===== config.mk =====
export PLATFORM = sky130hd
export DESIGN_NAME = sdram_avalon_arbiter
export DESIGN_NICKNAME = d
export VERILOG_FILES = /design/src/rtl/sdram_arb_pkg.sv /design/src/rtl/read_owner_fifo.sv /design/src/rtl/sdram_avalon_arbiter.sv
export SDC_FILE = /design/constraint.sdc
export NUM_CORES = 1
export LEC_CHECK = 0
export BUFFER_PORTS_ARGS = -buffer_cell sky130_fd_sc_hd__buf_2
export CORE_ASPECT_RATIO = 0.6
export CORE_MARGIN = 3
export CORE_UTILIZATION = 25
export CTS_CLUSTER_DIAMETER = 50
export DETAILED_ROUTE_END_ITERATION = 7
export SETUP_SLACK_MARGIN = 0.02
export SLEW_MARGIN = 20
export SYNTH_ARGS = -nofsm -noshare
export SYNTH_HDL_FRONTEND = slang
export SYNTH_SLANG_ARGS = --single-unit
export TNS_END_PERCENT = 30

===== constraint.sdc =====
create_clock -name clk -period 2.6 [get_ports clk]
set_input_delay 0.65 -clock clk [delete_from_list [all_inputs] [get_ports clk]]
set_output_delay 0.65 -clock clk [all_outputs]
set_load 0.02 [all_outputs]

===== src/rtl/sdram_arb_pkg.sv =====
// Shared types and helpers for the SDRAM Avalon-MM round-robin arbiter.
package sdram_arb_pkg;

  typedef enum logic {
    IDLE  = 1'b0,
    GRANT = 1'b1
  } arb_state_t;

  // Width of a master index; a single master still needs one bit.
  function automatic int mid_width(input int num_masters);
    return (num_masters > 2) ? $clog2(num_masters) : 1;
  endfunction

endpackage


===== src/rtl/read_owner_fifo.sv =====
// Synchronous FIFO of master ids; remembers who owns each outstanding read.
module read_owner_fifo #(
  parameter int ID_W  = 1,
  parameter int DEPTH = 8
) (
  input  logic            clk,
  input  logic            rst,
  input  logic            push,
  input  logic [ID_W-1:0] din,
  input  logic            pop,
  output logic [ID_W-1:0] dout,
  output logic            full,
  output logic            empty
);

  localparam int PTR_W = (DEPTH > 1) ? $clog2(DEPTH) : 1;

  logic [ID_W-1:0]  mem [DEPTH];
  logic [PTR_W-1:0] wr_ptr;
  logic [PTR_W-1:0] rd_ptr;
  logic [PTR_W:0]   count;
  logic             do_push;
  logic             do_pop;

  assign full    = (count == (PTR_W+1)'(DEPTH));
  assign empty   = (count == '0);
  // A pop frees the slot in the same cycle, so push is allowed when full and popping.
  assign do_push = push & (~full | pop);
  assign do_pop  = pop & ~empty;
  assign dout    = mem[rd_ptr];

  always_ff @(posedge clk) begin
    if (do_push) begin
      mem[wr_ptr] <= din;
    end
  end

  always_ff @(posedge clk) begin
    if (rst) begin
      wr_ptr <= '0;
      rd_ptr <= '0;
      count  <= '0;
    end else begin
      if (do_push) begin
        wr_ptr <= (wr_ptr == PTR_W'(DEPTH-1)) ? '0 : wr_ptr + PTR_W'(1);
      end
      if (do_pop) begin
        rd_ptr <= (rd_ptr == PTR_W'(DEPTH-1)) ? '0 : rd_ptr + PTR_W'(1);
      end
      if (do_push && !do_pop) begin
        count <= count + (PTR_W+1)'(1);
      end else if (do_pop && !do_push) begin
        count <= count - (PTR_W+1)'(1);
      end
    end
  end

endmodule


===== src/rtl/sdram_avalon_arbiter.sv =====
// Round-robin arbiter sharing the SDRAM controller s1 port between several
// Avalon-MM masters, routing pipelined read data back to its issuer.
module sdram_avalon_arbiter
  import sdram_arb_pkg::*;
#(
  parameter int NUM_MASTERS = 2,
  parameter int ADDR_W      = 25,
  parameter int DATA_W      = 32,
  parameter int BE_W        = 4,
  parameter int MAX_PENDING = 8
) (
  input  logic                          clk,
  input  logic                          rst,
  input  logic [NUM_MASTERS*ADDR_W-1:0] m_address,
  input  logic [NUM_MASTERS*BE_W-1:0]   m_byteenable,
  input  logic [NUM_MASTERS*DATA_W-1:0] m_writedata,
  input  logic [NUM_MASTERS-1:0]        m_read,
  input  logic [NUM_MASTERS-1:0]        m_write,
  output logic [NUM_MASTERS-1:0]        m_waitrequest,
  output logic [DATA_W-1:0]             m_readdata,
  output logic [NUM_MASTERS-1:0]        m_readdatavalid,
  output logic [ADDR_W-1:0]             s_address,
  output logic [BE_W-1:0]               s_byteenable_n,
  output logic                          s_chipselect,
  output logic [DATA_W-1:0]             s_writedata,
  output logic                          s_read_n,
  output logic                          s_write_n,
  input  logic [DATA_W-1:0]             s_readdata,
  input  logic                          s_readdatavalid,
  input  logic                          s_waitrequest,
  output logic                          err_unexpected_rdv
);

  localparam int MID_W = mid_width(NUM_MASTERS);

  typedef struct packed {
    logic [ADDR_W-1:0] addr;
    logic [BE_W-1:0]   be;
    logic [DATA_W-1:0] wdata;
    logic              rd;
    logic              wr;
  } cmd_t;

  arb_state_t             state_q, state_d;
  logic [MID_W-1:0]       grant_q, grant_d;
  logic [MID_W-1:0]       rr_q, rr_d;
  logic                   err_q;
  logic [NUM_MASTERS-1:0] req;
  logic [MID_W-1:0]       pick;
  logic                   pick_vld;
  cmd_t                   cmd;
  logic                   fifo_push;
  logic                   fifo_pop;
  logic                   fifo_full;
  logic                   fifo_empty;
  logic [MID_W-1:0]       fifo_dout;

  assign req                = m_read | m_write;
  assign err_unexpected_rdv = err_q;

  // First requester at or after rr_q, then wrap around to the lower indices.
  always_comb begin
    pick     = '0;
    pick_vld = 1'b0;
    for (int i = 0; i < NUM_MASTERS; i++) begin
      if (!pick_vld && req[i] && (MID_W'(i) >= rr_q)) begin
        pick_vld = 1'b1;
        pick     = MID_W'(i);
      end
    end
    for (int i = 0; i < NUM_MASTERS; i++) begin
      if (!pick_vld && req[i]) begin
        pick_vld = 1'b1;
        pick     = MID_W'(i);
      end
    end
  end

  // Live command of the granted master; a write masks a simultaneous read.
  always_comb begin
    cmd = '0;
    for (int i = 0; i < NUM_MASTERS; i++) begin
      if (grant_q == MID_W'(i)) begin
        cmd.addr  = m_address[i*ADDR_W +: ADDR_W];
        cmd.be    = m_byteenable[i*BE_W +: BE_W];
        cmd.wdata = m_writedata[i*DATA_W +: DATA_W];
        cmd.wr    = m_write[i];
        cmd.rd    = m_read[i] & ~m_write[i];
      end
    end
  end

  // Handshake: a command transfers on the cycle the slave sees chipselect with
  // read_n or write_n low and waitrequest low; only then is the granted
  // master's waitrequest released, and masters hold their command until then.
  always_comb begin
    state_d        = state_q;
    grant_d        = grant_q;
    rr_d           = rr_q;
    fifo_push      = 1'b0;
    m_waitrequest  = '1;
    s_chipselect   = 1'b0;
    s_read_n       = 1'b1;
    s_write_n      = 1'b1;
    s_byteenable_n = '1;
    s_address      = '0;
    s_writedata    = '0;
    case (state_q)
      IDLE: begin
        if (pick_vld) begin
          grant_d = pick;
          state_d = GRANT;
        end
      end
      GRANT: begin
        if (!cmd.rd && !cmd.wr) begin
          state_d = IDLE;
        end else if (cmd.wr || !fifo_full) begin
          s_chipselect   = 1'b1;
          s_address      = cmd.addr;
          s_byteenable_n = ~cmd.be;
          s_writedata    = cmd.wdata;
          s_write_n      = ~cmd.wr;
          s_read_n       = ~cmd.rd;
          if (!s_waitrequest) begin
            m_waitrequest = ~(NUM_MASTERS'(1) << grant_q);
            fifo_push     = cmd.rd;
            rr_d          = (grant_q == MID_W'(NUM_MASTERS-1)) ? '0 : grant_q + MID_W'(1);
            state_d       = IDLE;
          end
        end
      end
      default: state_d = IDLE;
    endcase
  end

  always_ff @(posedge clk) begin
    if (rst) begin
      state_q <= IDLE;
      grant_q <= '0;
      rr_q    <= '0;
      err_q   <= 1'b0;
    end else begin
      state_q <= state_d;
      grant_q <= grant_d;
      rr_q    <= rr_d;
      if (s_readdatavalid && fifo_empty) begin
        err_q <= 1'b1;
      end
    end
  end

  // Read data is steered to the oldest outstanding owner with zero latency.
  assign fifo_pop = s_readdatavalid & ~fifo_empty;

  always_comb begin
    m_readdatavalid = '0;
    m_readdata      = '0;
    if (fifo_pop) begin
      m_readdatavalid = NUM_MASTERS'(1) << fifo_dout;
      m_readdata      = s_readdata;
    end
  end

  read_owner_fifo #(
    .ID_W  (MID_W),
    .DEPTH (MAX_PENDING)
  ) u_owner_fifo (
    .clk   (clk),
    .rst   (rst),
    .push  (fifo_push),
    .din   (grant_q),
    .pop   (fifo_pop),
    .dout  (fifo_dout),
    .full  (fifo_full),
    .empty (fifo_empty)
  );

endmodule


==> results.sh <==
export IMPL_io_buffers=262
export IMPL_num_antenna_cells=0
export IMPL_post_route_period_util=1.016
export IMPL_ys_types=38
export IMPL_core_um2=8848
export IMPL_die_area_um2=10700
export IMPL_syn_nets=467
export IMPL_grt_max_degree=52
export IMPL_power_switching_w=0.001242
export IMPL_num_nets_final=747
export IMPL_skew_ns=0.002628
export IMPL_track_usage=0.1671
export IMPL_slew_violations=0
export IMPL_cts_tree="done"
export IMPL_relSlewSlack=0.6186
export IMPL_wl_mm=10.85
export IMPL_holdBufCountCts=0
export IMPL_grt_overflow_total=0
export IMPL_max_vdd_ir_drop_v=0.0003296
export IMPL_initialDrtViolationCount=144
export IMPL_numCtsBuffers=3
export IMPL_rsz0062_at_grt="yes"
export IMPL_rows=26
export IMPL_first_global_vias=2939
export IMPL_dp_hpwl_mm=8.465
export IMPL_clock_sinks=25
export IMPL_fillers=841
export IMPL_failed_checks="setup timing"
export IMPL_setup_slack_ns=-0.04125
export IMPL_route_detailed_wl_per_inst_um=15.46
export IMPL_initial_core_util=0.2671
export IMPL_p_clk_frac=0.122
export IMPL_synth_seq_area_share=0.2456
export IMPL_final_hold_viol_count=0
export IMPL_yosys_warnings=0
export IMPL_outcome="complete, but fails checks"
export IMPL_p_per_area_nw_per_um2=607.0
export IMPL_drt_pass1_iter_count=4
export IMPL_synthCells=297
export IMPL_drc_errors=0
export IMPL_tightest_slew_ns=0.5721
export IMPL_place_congestion=0.7922
export IMPL_cap_violations=0
export IMPL_vias=3149
export IMPL_fmax_mhz=378.6
export IMPL_fin_area_um2=4598
export IMPL_ant_nets=0
export IMPL_worstSetupPathType="input port to primary output"
export IMPL_clk_pin_slew_worst_paths_ns=0.06
export IMPL_cts_root_buf="clkbuf_16"
export IMPL_postSynthAreaPerCell_um2=7.958
export IMPL_die_h_um=81.32
export IMPL_start_kind="input port"
export IMPL_instances_no_fill=702
export IMPL_dieWidth_um=131.5
export IMPL_cp_required_ns=1.95
export IMPL_post_place_cells=686
export IMPL_antenna_found_initial=0
export IMPL_area_delta_synth_final_pct=94.55
export IMPL_p_int_w=0.001549
export IMPL_drive_gt1_frac=0.6076
export IMPL_crit_path_max_fanout=8
export IMPL_ys_ff_latch=25
export IMPL_insertion_delay_ns=0.26
export IMPL_io_pins=263
export IMPL_cts_max_level=1
export IMPL_combinationalPowerShare=0.694
export IMPL_via_per_inst=4.486
export IMPL_critical_path_arrival_ns=1.99
export IMPL_setup_viol=37
export IMPL_swShare=0.4449
export IMPL_crit_path_end_kind="primary output"
export IMPL_finalCriticalPeriod_ns=2.641
export IMPL_syn_area_um2=2364
export IMPL_grt_pass1_wl_mm=14.75
export IMPL_hold_class="register to register"
export IMPL_seq_power_share=0.183
export IMPL_leakagePower_nw=2.267
export IMPL_placed_cell_area_um2=3934
export IMPL_clk_path_buf_depth=2
-- kinds of logic (layout without fill, tap and decap cells) --
family | Yosys count | after routing | synth area share
buf+inv | 27 | 306 | 0.05347
mux | 67 | 67 | 0.2970
simple gates | 142 | 142 | 0.2848
flops | 25 | 25 | 0.2456
fa+ha+maj | 8 | 8 | 0.04553
compound gates | 26 | 26 | 0.06618
xor+xnor | 2 | 2 | 0.007413
-- power groups by stage --
stage | registers (W) | clock network, W | logic [W]
3_3_place_gp | 0.000513 | 0 | 0.00166
2_1_floorplan | 0.000536 | 0 | 0.00105
3_5_place_dp | 0.000514 | 0 | 0.00169
5_1_grt | 0.000521 | 0.000365 | 0.00210
4_1_cts | 0.000511 | 0.000352 | 0.00170
6_report | 0.000512 | 0.000342 | 0.00194
-- per-stage QoR --
step	setup slack, ns	setup TNS (ns)	total power (W)	util	hold slack, ns
4_1_cts	-0.01930	-0.3199	0.002568	0.4579	0.4730
6_report	-0.04125	-0.6186	0.002791	0.5197	0.4689
3_5_place_dp	-0.1468	-2.797	0.002203	0.4446	0.4542
5_1_grt	-0.09450	-2.948	0.002985	0.5197	0.5029
2_1_floorplan	0.02709	0	0.001583	-	0.4467
3_3_place_gp	-0.1498	-5.046	0.002178	0.4446	0.4555
-- worst max-delay path, stage by stage --
cell and delay [ns]:
buf_6 0.09, and3b_1 0.17, o21a_1 0.20, buf_6 0.13, a21oi_4 0.21, buf_12 0.19, clkbuf_16 0.18, nor2_4 0.04
buf_6 0.13
-- final timing paths --
path	cells past startpoint	start	endpoint	slack [ns]
worst max-delay path	9	m_read[1]	s_writedata[17]	-0.04
worst min-delay path	2	err_unexpected_rdv	err_unexpected_rdv	0.47
worst max register to register	11	u_owner_fifo.count[0]	u_owner_fifo.count[3]	0.24
worst min register to register	2	err_unexpected_rdv	err_unexpected_rdv	0.47
-- layer usage --
metal | GRT usage | up-vias | share of wire
li1 | - | 1572 | -
met1 | 0.1996 | 1449 | 0.40
met2 | 0.3171 | 106 | 0.52
met3 | 0.03960 | 22 | 0.054
met4 | 0.02306 | 0 | 0.022
met5 | 0 | - | 0
-- placed cells by master (no fill, tap or decap), types with 2 or more instances in the layout --
cell	synthesis	routed
nand2_1	12	11
nor3_1	6	6
nand2b_1	2	2
mux4_2	2	2
buf_6	0	35
o21ai_0	7	7
buf_8	0	2
buf_2	5	221
edfxtp_1	8	8
a31oi_1	2	2
nor2_1	73	47
nor2_4	0	5
nand3_2	0	2
inv_1	5	4
clkbuf_16	0	7
mux2i_1	60	59
nor2b_1	3	2
and2_1	33	33
nor2_2	0	21
buf_4	5	31
nand3_1	4	2
a21oi_1	12	11
ha_1	7	5
a21oi_4	1	2
mux2_2	5	5
dfxtp_1	17	16
buf_12	0	3
-- cell type report --
class | instances | area (um2) | area share
Clock buffer | 3 | 75.07 | 0.01633
Clock inverter | 1 | 7.507 | 0.001633
Inverter | 6 | 25.02 | 0.005442
Multi-Input combinational cell | 245 | 1826 | 0.3970
Sequential cell | 25 | 584.3 | 0.1271
Tap cell | 126 | 157.7 | 0.03429
Timing Repair Buffer | 296 | 1923 | 0.4182
-- synthesized netlist by cell type (all sizes together) --
master,number,area share
a211oi,1,0.0032
a21oi,13,0.032
a221oi,1,0.0037
a311oi,1,0.0037
a31oi,2,0.0053
and2,33,0.087
and3b,1,0.0037
buf,12,0.030
clkbuf,9,0.014
dfxtp,17,0.14
edfxtp,8,0.10
fa,1,0.0085
ha,7,0.037
inv,6,0.0095
mux2,5,0.024
mux2i,60,0.25
mux4,2,0.019
nand2,12,0.019
nand2b,2,0.0053
nand3,4,0.0085
nand4b,1,0.0037
nor2,73,0.12
nor2b,3,0.0079
nor3,6,0.013
nor3b,1,0.0032
nor4,2,0.0053
nor4b,1,0.0037
o21a,1,0.0032
o21ai,7,0.015
or2,1,0.0026
or3,1,0.0026
or4,1,0.0032
xnor2,1,0.0037
xor2,1,0.0037
-- what timing repair did --
item                                    in CTS  in global routing
setup buffers                                1                  4
endpoints found under the setup margin      64                 66
pin swaps                                    0                  9
gates resized for setup                      8                115
gates cloned                                 0                  7
No activity file was read; power rests on OpenSTA's default activity.
